File: src/rtl/div_arbiter.sv
// Two-requester front end for a single shared signed divider.
// Requests are granted round-robin on ties. A zero divisor is answered
// locally without touching the divider. A divider that stays busy for
// TIMEOUT cycles is abandoned and the response carries res_to instead.
module div_arbiter #(
    parameter int TIMEOUT = 64,
    parameter int DATA_W  = 32
) (
    input  logic                     clock,
    input  logic                     reset,
    input  logic                     req0,
    input  logic                     req1,
    input  logic signed [DATA_W-1:0] dividend0,
    input  logic signed [DATA_W-1:0] divisor0,
    input  logic signed [DATA_W-1:0] dividend1,
    input  logic signed [DATA_W-1:0] divisor1,
    output logic                     div_start,
    output logic signed [DATA_W-1:0] div_dividend,
    output logic signed [DATA_W-1:0] div_divisor,
    input  logic                     div_busy,
    input  logic signed [DATA_W-1:0] div_q,
    input  logic signed [DATA_W-1:0] div_r,
    output logic                     done,
    output logic                     done_id,
    output logic signed [DATA_W-1:0] res_q,
    output logic signed [DATA_W-1:0] res_r,
    output logic                     res_dz,
    output logic                     res_to,
    output logic                     busy
);

    localparam int CNT_W = $clog2(TIMEOUT + 1);

    typedef enum logic [1:0] {
        IDLE  = 2'd0,
        ISSUE = 2'd1,
        WAIT  = 2'd2,
        RESP  = 2'd3
    } state_t;

    state_t                    r_state;
    state_t                    w_state_nxt;
    logic                      r_grant;
    logic                      r_last_grant;
    logic [CNT_W-1:0]          r_cnt;

    logic                      w_grant;
    logic                      w_load;
    logic                      w_dz;
    logic                      w_cap;
    logic                      w_tout;
    logic                      w_clr_cnt;
    logic                      w_inc_cnt;
    logic signed [DATA_W-1:0]  w_sel_dividend;
    logic signed [DATA_W-1:0]  w_sel_divisor;

    // Round-robin pick: a lone requester wins outright; on a tie the
    // requester that did not win last time is served.
    function automatic logic pick_grant(input logic r0, input logic r1,
                                        input logic last);
        if (r0 && r1)
            return ~last;
        return r0 ? 1'b0 : 1'b1;
    endfunction

    // Operand mux driven by the requester being granted this cycle.
    always_comb begin
        w_grant        = pick_grant(req0, req1, r_last_grant);
        w_sel_dividend = w_grant ? dividend1 : dividend0;
        w_sel_divisor  = w_grant ? divisor1  : divisor0;
    end

    // State register; reset abandons any operation in flight.
    always_ff @(posedge clock or posedge reset) begin
        if (reset)
            r_state <= IDLE;
        else
            r_state <= w_state_nxt;
    end

    // Next-state decode, datapath strobes and state-derived outputs.
    always_comb begin
        w_state_nxt = r_state;
        w_load      = 1'b0;
        w_dz        = 1'b0;
        w_cap       = 1'b0;
        w_tout      = 1'b0;
        w_clr_cnt   = 1'b0;
        w_inc_cnt   = 1'b0;
        div_start   = 1'b0;
        done        = 1'b0;
        busy        = 1'b1;
        done_id     = r_grant;
        unique case (r_state)
            IDLE: begin
                busy = 1'b0;
                if (req0 || req1) begin
                    w_load = 1'b1;
                    if (w_sel_divisor == '0) begin
                        w_dz        = 1'b1;
                        w_state_nxt = RESP;
                    end else begin
                        w_state_nxt = ISSUE;
                    end
                end
            end
            ISSUE: begin
                div_start   = 1'b1;
                w_clr_cnt   = 1'b1;
                w_state_nxt = WAIT;
            end
            WAIT: begin
                if (!div_busy) begin
                    w_cap       = 1'b1;
                    w_state_nxt = RESP;
                end else if (r_cnt == CNT_W'(TIMEOUT - 1)) begin
                    // This is the TIMEOUT-th busy cycle: give up.
                    w_tout      = 1'b1;
                    w_state_nxt = RESP;
                end else begin
                    w_inc_cnt = 1'b1;
                end
            end
            RESP: begin
                done        = 1'b1;
                w_state_nxt = IDLE;
            end
            default: w_state_nxt = IDLE;
        endcase
    end

    // Grant bookkeeping and the busy-cycle counter.
    always_ff @(posedge clock or posedge reset) begin
        if (reset) begin
            r_grant      <= 1'b0;
            r_last_grant <= 1'b1;
            r_cnt        <= '0;
        end else begin
            if (w_load) begin
                r_grant      <= w_grant;
                r_last_grant <= w_grant;
            end
            if (w_clr_cnt)
                r_cnt <= '0;
            else if (w_inc_cnt)
                r_cnt <= r_cnt + CNT_W'(1);
        end
    end

    // Operands go to the divider only for a non-zero divisor.
    always_ff @(posedge clock or posedge reset) begin
        if (reset) begin
            div_dividend <= '0;
            div_divisor  <= '0;
        end else if (w_load && !w_dz) begin
            div_dividend <= w_sel_dividend;
            div_divisor  <= w_sel_divisor;
        end
    end

    // Result registers change only on the way into RESP and hold otherwise.
    always_ff @(posedge clock or posedge reset) begin
        if (reset) begin
            res_q  <= '0;
            res_r  <= '0;
            res_dz <= 1'b0;
            res_to <= 1'b0;
        end else if (w_load && w_dz) begin
            res_q  <= '1;
            res_r  <= w_sel_dividend;
            res_dz <= 1'b1;
            res_to <= 1'b0;
        end else if (w_cap) begin
            res_q  <= div_q;
            res_r  <= div_r;
            res_dz <= 1'b0;
            res_to <= 1'b0;
        end else if (w_tout) begin
            res_q  <= '0;
            res_r  <= '0;
            res_dz <= 1'b0;
            res_to <= 1'b1;
        end
    end

endmodule

File: config.mk
export PLATFORM = sky130hd
export DESIGN_NAME = div_arbiter
export DESIGN_NICKNAME = d
export VERILOG_FILES = /design/src/rtl/div_arbiter.sv
export SDC_FILE = /design/constraint.sdc
export NUM_CORES = 1
export LEC_CHECK = 0
export ABC_AREA = 1
export BUFFER_PORTS_ARGS = -buffer_cell sky130_fd_sc_hd__buf_2
export CORE_AREA = 2 2 129 131
export CTS_CLUSTER_DIAMETER = 150
export DETAILED_ROUTE_END_ITERATION = 10
export DIE_AREA = 0 0 131 133
export GPL_ROUTABILITY_DRIVEN = 0
export PLACE_DENSITY = 0.76
export SYNTH_ARGS = -nofsm -noshare
export SYNTH_HDL_FRONTEND = slang
export SYNTH_SLANG_ARGS = --single-unit
export TNS_END_PERCENT = 1
File: constraint.sdc
create_clock -name clock -period 4.73 [get_ports clock]
set_input_delay 0.473 -clock clock [delete_from_list [all_inputs] [get_ports clock]]
set_output_delay 0.473 -clock clock [all_outputs]
set_load 0.01 [all_outputs]
* Word-level counts from Yosys, hierarchy flattened
Cells that the tools add are included.
Word-level totals: word-level logic and storage cells 68, flip-flop bits (word level) 141, output and inout bits 134
Cells by class: reduce and logical (&&, ||, !) cells 10, mux-type cells 40, equal/unequal tests 6, bitwise logic cells 1, $add $sub $neg 1
Operators by type and width (number):
- 32-bit 2-to-1 mux | 7
- 32-bit logical NOT | 1
- 1-bit 2-to-1 mux | 26
- 7-bit 2-to-1 mux | 2
- 2-bit 2-to-1 mux | 4
- 2-bit one-hot mux with 4 select lines | 1
- 7-bit by 1-bit adder with 7-bit output (second input constant) | 1
- 7-bit by 6-bit == test with 1-bit output (second input constant) | 1
- 2-bit == test (second input constant) | 2
- 1-bit logical AND | 3
- 3-bit inequality test (second input constant) | 1
- 3-bit nonzero test | 1
- 2-bit by 1-bit == test with 1-bit output (second input constant) | 1
- 2-bit logical NOT | 1
- 2-bit inequality test (second input constant) | 1
- 2-bit AND reduction | 1
- 2-bit nonzero test | 1
- 1-bit logical NOT | 1
- 1-bit logical OR | 1
- 1-bit inverter | 1

* Depth between registers and ports, before layout
Gate-level depths: netlist of the first run.
word-level depth 10, depth in mapped cells 17

* Worst setup path after synthesis of the first run
No wires, ideal clock.
kind reg2reg, start point register r_last_grant, end point register div_dividend[0], arrival 1.874 ns, clock period less this slack 1.999 ns, library setup time 0.125 ns, path slack 2.731 ns, stages on the path, launching flop included 15, data required time 4.605 ns, cells stage by stage dfstp_2 > inv_2 > nand2_2 > nand2_2 > buf_2 > o21ai_1 > nand2_1 > nor2_1 > nand2_1 > nor2_2 > nand2_1 > nand2_1 > buf_6 > buf_2 > o21ai_1
On the way: cells in the longest elaborated chain, start to end 10
Ends and longest elaborated chain:
- start: declaration | RTL line 44 | logic r_last_grant;
- start signal: assignment | RTL line 141 | r_last_grant <= w_grant;
- 1-bit inverter * | RTL line 62 | return ~last;
- 1-bit 2-to-1 mux * | RTL line 61 | if (r0 && r1)
- 1-bit 2-to-1 mux * | RTL line 63 | return r0 ? 1'b0 : 1'b1;
- 32-bit 2-to-1 mux | RTL line 70 | w_sel_divisor = w_grant ? divisor1 : divisor0;
- 32-bit logical NOT | RTL line 99 | if (w_sel_divisor == '0) begin
- 1-bit 2-to-1 mux | RTL line 99
- 1-bit 2-to-1 mux | RTL line 97 | if (req0 || req1) begin
- 1-bit 2-to-1 mux | RTL line 94 | unique case (r_state)
- 1-bit logical NOT | RTL line 155 | end else if (w_load && !w_dz) begin
- 1-bit logical AND | RTL line 155
- end signal: assignment | RTL line 156 | div_dividend <= w_sel_dividend;
- end: declaration | RTL line 18 | output logic signed [DATA_W-1:0] div_dividend,
Mark *: on every way between the ends. The rest lies on a longest branch, timed or not. The select of a mux whose other input is x is not followed. A chain may end at the register's enable or synchronous reset.

* Worst setup path in the final report of the first run
start point register r_last_grant, end point register res_r[10]
On the way: cells in the longest elaborated chain, start to end 10
Ends and longest elaborated chain:
- 1-bit inverter * | RTL line 62
- 1-bit 2-to-1 mux * | RTL line 61
- 1-bit 2-to-1 mux * | RTL line 63
- 32-bit 2-to-1 mux | RTL line 70
- 32-bit logical NOT | RTL line 99
- 1-bit 2-to-1 mux | RTL line 99
- 1-bit 2-to-1 mux | RTL line 97
- 1-bit 2-to-1 mux | RTL line 94
- 1-bit logical AND | RTL line 168 | end else if (w_load && w_dz) begin
- 3-bit nonzero test (no line) / 32-bit 2-to-1 mux (equally long branches)
- end signal: assignment | RTL line 170 | res_r <= w_sel_dividend;
- end signal: assignment | RTL line 175 | res_r <= div_r;
- end: declaration | RTL line 26 | output logic signed [DATA_W-1:0] res_r,
Marked as above.

==> results of run 1 <==
==> per-stage QoR <==
step / hold WS [ps] / instances
final: 265.9 / 1406
after global routing: 267.2 / 1406
after CTS: 245.7 / 1406
after detailed placement: 447.9 / 1376
after global placement: 441.4 / 1376
after floorplan: 418.5 / 875
==> worst max-delay path, delay by kind of cell (launching register included) <==
kind	cells	cell delay [ps]
AO/OA/AOI/OAI	1	350
buffers and inverters	2	550
flip-flops	1	520
AND/OR/NAND/NOR	10	2290
==> flip-flops by register name, summed over array words and instances (netlist names) <==
signal	flops
div_dividend	32
res_q	32
r_state	2
div_divisor	32
done_id	1
res_dz	1
r_last_grant	1
res_to	1
res_r	32
r_cnt	7
==> report_power, final <==
group | total (W) | switching, W | internal (W)
combinational | 0.00234 | 0.00144 | 0.000902
clock | 0.00124 | 0.000509 | 0.000728
sequential | 0.00209 | 0.000310 | 0.00178
==> final timing paths <==
check / startpoint / end / slack (ps)
max: r_last_grant / res_r[10] / 860
min: reset / div_dividend[7] / 270
max reg2reg: r_last_grant / res_r[10] / 860
min reg2reg: r_cnt[5] / r_cnt[6] / 450
max in group asynchronous: reset / r_last_grant / 3420
min in group clock: div_q[3] / res_q[3] / 270
==> synth_stat cells, types with 2 or more instances <==
library cell  number  area (µm²)
a21oi_1            8       40.04
buf_1              2       7.510
buf_2             23       115.1
buf_4              5       37.54
buf_6              7       78.83
clkbuf_1          22       82.58
dfrtp_1          140        3503
ha_1               5       62.56
inv_1             46       172.7
mux2i_1           32       320.3
nand2_1          353        1325
nand2_2            2       12.51
nand3_1           71       355.3
nand3b_1          20       150.1
nand4_1           32       200.2
nor2_1            15       56.30
nor2_2             3       18.77
nor3_1             4       20.02
o21ai_0            8       40.04
o21ai_1           71       355.3
==> kinds of logic (layout without fill, tap and decap cells) <==
family | count (synthesis) | in the layout
muxes | 32 | 32
adders and majority gates | 5 | 5
buffers and inverters | 106 | 417
DFF | 141 | 141
and+or+nand+nor | 503 | 503
AOI/OAI and AO/OA | 88 | 88
==> cell type report <==
type	count	area [µm²]	area share [%]
clock buffers	19	442.9	4.763
clock inverters	11	97.59	1.049
inverters	47	181.4	1.951
multi-input cells	628	3034	32.62
flip-flops and latches	141	3530	37.95
well taps	220	275.3	2.960
repair buffers	340	1739	18.70
==> layer usage <==
metal  GRT usage [%]  up-vias
li1                -     3450
met1           32.78     3324
met2           40.90      289
met3           5.459       53
met4           11.17        0
met5               0        -
==> run_results.csv, run 1 <==
group,metric,value,unit
critical_path,path_max_fanout,78,
yosys,synth_compound_area_share,6.315,%
clock_tree,ctsHtreeMaxLevel,4,
clock_tree,numCtsBuffers,17,
clock_tree,clk_pin_slew,60,ps
sta,rsz0062_at_grt,"false",
sta,fmax,258.7,MHz
critical_path,crit_chain,"inv_2 -> nand2_2 -> nand2_4 -> o21ai_1 -> nand2_1 -> nor2_1 -> nand2_1 -> nor2_2 -> nand3_4 -> buf_4 -> nand2_1 -> nand2_1 -> nand2_1",
clock_tree,cts_setup_buffers,0,
place,hpwl,15.64,mm
drt,drc_errors,0,
yosys,syn_area,7014,µm²
critical_path,crit_slowest_cell,"nand3_4",
sta,post-route-period-util,81.72,%
yosys,synth_flop_cell,"dfrtp_1",
sta,setup_slack,864.5,ps
drt,route.met2.wl,10.69,mm
yosys,synth_cell_types,26,
clock_tree,insertion_delay,420,ps
cells_and_area,fin_area,9300,µm²
clock_tree,root_buffer,"clkbuf_16",
yosys,synthArstFlopShare,100.0,%
cells_and_area,final_common_cell,"nand2_1",
critical_path,end_kind,"flop",
critical_path,cp_common_cell,"nand2_1",
run_status,status,"finished, final reports clean",
place,placed_cell_area,8760,µm²
yosys,synth-seq-cells,141,
critical_path,critPathKind,"reg -> reg",
yosys,synth-xor-area-share,0,%
clock_tree,holdBufCountCts,0,
place,portBuffers,330,
power,p_total,0.005671,W
drt,dr.first_iter.drc_count,421,
power,p_leak,5.332,nW
cells_and_area,diodes,0,
yosys,syn_area_per_cell,8.016,µm²
clock_tree,cts_sinks,141,
grt,grt_max_degree,110,
sta,tightestPinTransition,980.6,ps
drt,antenna_left,0,
cells_and_area,synthToLayoutAreaGrowth,32.59,%
cells_and_area,nNetsFinal,1377,
grt,grt_antenna_before_repair,0,
drt,dr_total_vias,7116,
cells_and_area,n_fill_cell,1487,
yosys,synth_top_family_by_area,"simple AND/OR/NAND/NOR gates",
yosys,synth_edf_count,0,
sta,drv_slew,0,
floorplanning,start_util,43.37,%
yosys,yosys_warnings,0,
grt,track_usage,25.40,%
clock_tree,clock_path_buffers,2,
sta,period_minus_slack,3866,ps
cells_and_area,layout_common_cells,"nand2_1, buf_2, dfrtp_1",
sta,slew_headroom,34.63,%
drt,wl_per_cell,15.74,µm
place,pre_cts_slack,904.3,ps
drt,wirelength,22.13,mm
clock_tree,cts_resized,0,
critical_path,max_stage_delay,710,ps
yosys,synth_fp_nets,1077,
grt,grt_pass1_vias,6793,
min_path,holdCritPathClass,"in -> async",
sta,hold_viol,0,
yosys,synthCells,875,
power,power-per-cell-area,609.7,nW/µm²
floorplanning,die_h,133,µm
drt,wl_met1,9.220,mm
job,cap_violations,0,
sta,setup_violations,0,
sta,tns,0,ps
drt,routed-wl-met3,1.543,mm
grt,grt_pass1_wl,34.24,mm
drt,drt_first_pass_iters,5,
yosys,synth_fa_ha_area_share,0.8919,%
yosys,seq_area_frac_synth,50.32,%
cells_and_area,fin_util,57.51,%
critical_path,crit_path_start_kind,"flop",
floorplanning,coreArea,16170,µm²
floorplanning,ios,331,
clock_tree,tritoncts,"yes",
critical_path,crit_arrival,4230,ps
cells_and_area,drive_above_1_share,32.38,%
yosys,synthSimpleGateAreaFrac,30.81,%
drt,highest_layer,"met4",
critical_path,required,5090,ps
grt,overflow,0,
power,ir_drop,0.0002966,V
critical_path,r2r_cells,13,
floorplanning,die_area,17420,µm²
drt,vias_per_cell,5.061,
yosys,synthMuxAreaShare,4.567,%
floorplanning,dieWidth,131,µm
floorplanning,row_count,47,
sta,skew,10.05,ps
(Power assumes the default switching activity.)
==> run 2: changes to the inputs <==
- clock period: 4.73 -> 3.8 ns (I/O delays scaled with it)
==> run_results.csv, run 2 (synthesis results as in run 1) <==
group,metric,value,unit
cells_and_area,final_common_cell,"nand2_1",
grt,grt_util_met2,40.44,%
sta,skew,11.65,ps
power,p_leak,5.365,nW
sta,post-route-period-util,81.28,%
grt,overflow,0,
critical_path,crit_buf_inv,2,
clock_tree,clk_pin_slew,70,ps
drt,vias_per_cell,5.058,
clock_tree,cts_setup_buffers,0,
cells_and_area,multiInputGateArea,3029,µm²
floorplanning,coreArea,16170,µm²
grt,grt_antenna_before_repair,0,
power,power_frac_seq,36.0,%
critical_path,crit_arrival,3430,ps
power,internal-power,0.004336,W
cells_and_area,nNetsFinal,1382,
job,cap_violations,0,
critical_path,path_max_fanout,70,
clock_tree,insertion_delay,420,ps
cells_and_area,register_area,3530,µm²
critical_path,crit_chain,"inv_2 -> nand2_2 -> nand2_4 -> o21ai_1 -> nand2_1 -> nor2_1 -> nand2_1 -> nor2_2 -> nand2_1 -> nand2_4 -> buf_12 -> nand2_1 -> o21ai_1",
critical_path,required,4140,ps
drt,drc_errors,0,
grt,grt_pass1_vias,6644,
drt,dr_total_vias,7147,
critical_path,regToRegEndpoint,"div_divisor[16]",
power,p_total,0.007199,W
clock_tree,cts_sinks,141,
clock_tree,cts_resized,0,
min_path,holdCritPathClass,"in -> async",
critical_path,cpLargestDelayFamily,"simple AND/OR/NAND/NOR gates",
critical_path,max_stage_delay,520,ps
floorplanning,die_area,17420,µm²
critical_path,crit_slowest_cell,"dfstp_2",
sta,setup_slack,711.2,ps
drt,antenna_left,0,
drt,wirelength,21.85,mm
grt,grt_pass1_wl,33.98,mm
sta,hold_viol,0,
place,hpwl,15.36,mm
clock_tree,holdBufCountCts,0,
critical_path,r2r_slack,710,ps
floorplanning,row_count,47,
grt,use_met3,4.691,%
critical_path,r2r-start,"r_last_grant",
sta,tightestPinTransition,835.3,ps
power,comb_power_share,41.0,%
run_status,status,"finished, final reports clean",
cells_and_area,n_fill_cell,1493,
floorplanning,dieWidth,131,µm
clock_tree,root_buffer,"clkbuf_16",
sta,rsz0062_at_grt,"false",
power,clockPowerShare,23.0,%
grt,met1_usage,33.18,%
grt,grt_max_degree,142,
floorplanning,die_h,133,µm
power,switchingPower,0.002863,W
place,pre_cts_slack,719.4,ps
clock_tree,numCtsBuffers,17,
cells_and_area,synthToLayoutAreaGrowth,34.07,%
power,ir_drop,0.0003667,V
sta,slew_headroom,44.31,%
sta,drv_slew,0,
place,portBuffers,330,
power,power-per-cell-area,765.5,nW/µm²
critical_path,critPathKind,"reg -> reg",
drt,drt_first_pass_iters,5,
clock_tree,clock_path_buffers,2,
place,placed_cell_area,8816,µm²
cells_and_area,layout_common_cells,"nand2_1, buf_2, dfrtp_1",
drt,dr.first_iter.drc_count,444,
sta,tns,0,ps
sta,setup_violations,0,
floorplanning,ios,331,
drt,wl_per_cell,15.46,µm
sta,period_minus_slack,3089,ps
critical_path,cp_common_cell,"nand2_1",
clock_tree,tritoncts,"yes",
cells_and_area,diodes,0,
grt,track_usage,25.07,%
critical_path,end_kind,"flop",
critical_path,crit_path_start_kind,"flop",
clock_tree,ctsHtreeMaxLevel,4,
grt,busiest_layer,"met2",
sta,fmax,323.8,MHz
critical_path,r2r_cells,13,
cells_and_area,fin_area,9404,µm²
power,netSwitchingFraction,39.77,%
cells_and_area,drive_above_1_share,32.77,%
floorplanning,start_util,43.37,%
## run 2: changes by cell type in the layout (fill, tap and decap cells not counted), sizes merged
cell | previous run | this run
clkinv | 9 | 2
buf | 340 | 345
clkinvlp | 1 | 6
inv | 47 | 51
bufinv | 1 | 2
clkbuf | 19 | 18
## run 2: worst max path at each step
stage,startpoint,to,slack [ps],cells past startpoint
after global placement,r_last_grant,res_r[9],830,12
after detailed placement,r_last_grant,div_divisor[25],720,13
after floorplan,reset,div_dividend[0],1660,1
after CTS,r_last_grant,div_divisor[25],700,13
final,r_last_grant,div_divisor[16],710,13
after global routing,r_last_grant,div_divisor[25],400,13
## run 2: metrics by stage
step	hold WS, ps	std cells	utilization [%]
final	119.2	1413	58.15
after detailed placement	449.1	1381	54.51
after global routing	174.5	1413	58.15
after floorplan	418.5	875	-
after global placement	440.6	1381	54.51
after CTS	158.5	1413	58.15
## run 2: routing by layer
layer,vias up,routed length (µm),part of all wire (%)
met1,3350,9479,43
met3,40,1338,6.1
met2,283,10470,48
met5,-,0,0
li1,3474,-,-
met4,0,557,2.5
## run 2: final cells by class
cell class,instances,share of cell area (%)
Sequential cell,141,37.53
Timing Repair Buffer,345,19.16
Inverter,47,1.916
Tap cell,220,2.927
Clock inverter,14,1.690
Multi-Input combinational cell,628,32.21
Clock buffer,18,4.564
## run 2: worst min-delay path, cell delays in order
cell and delay, ps:
buf_2 110, clkinvlp_4 70, buf_12 470
## run 2: power by group through the flow
stage	clock (W)	sequential (W)	combinational, W
after floorplan	0	0.00290	0.00144
after global placement	0	0.00260	0.00288
after detailed placement	0	0.00260	0.00296
after CTS	0.00169	0.00259	0.00297
after global routing	0.00175	0.00268	0.00328
final	0.00166	0.00259	0.00295
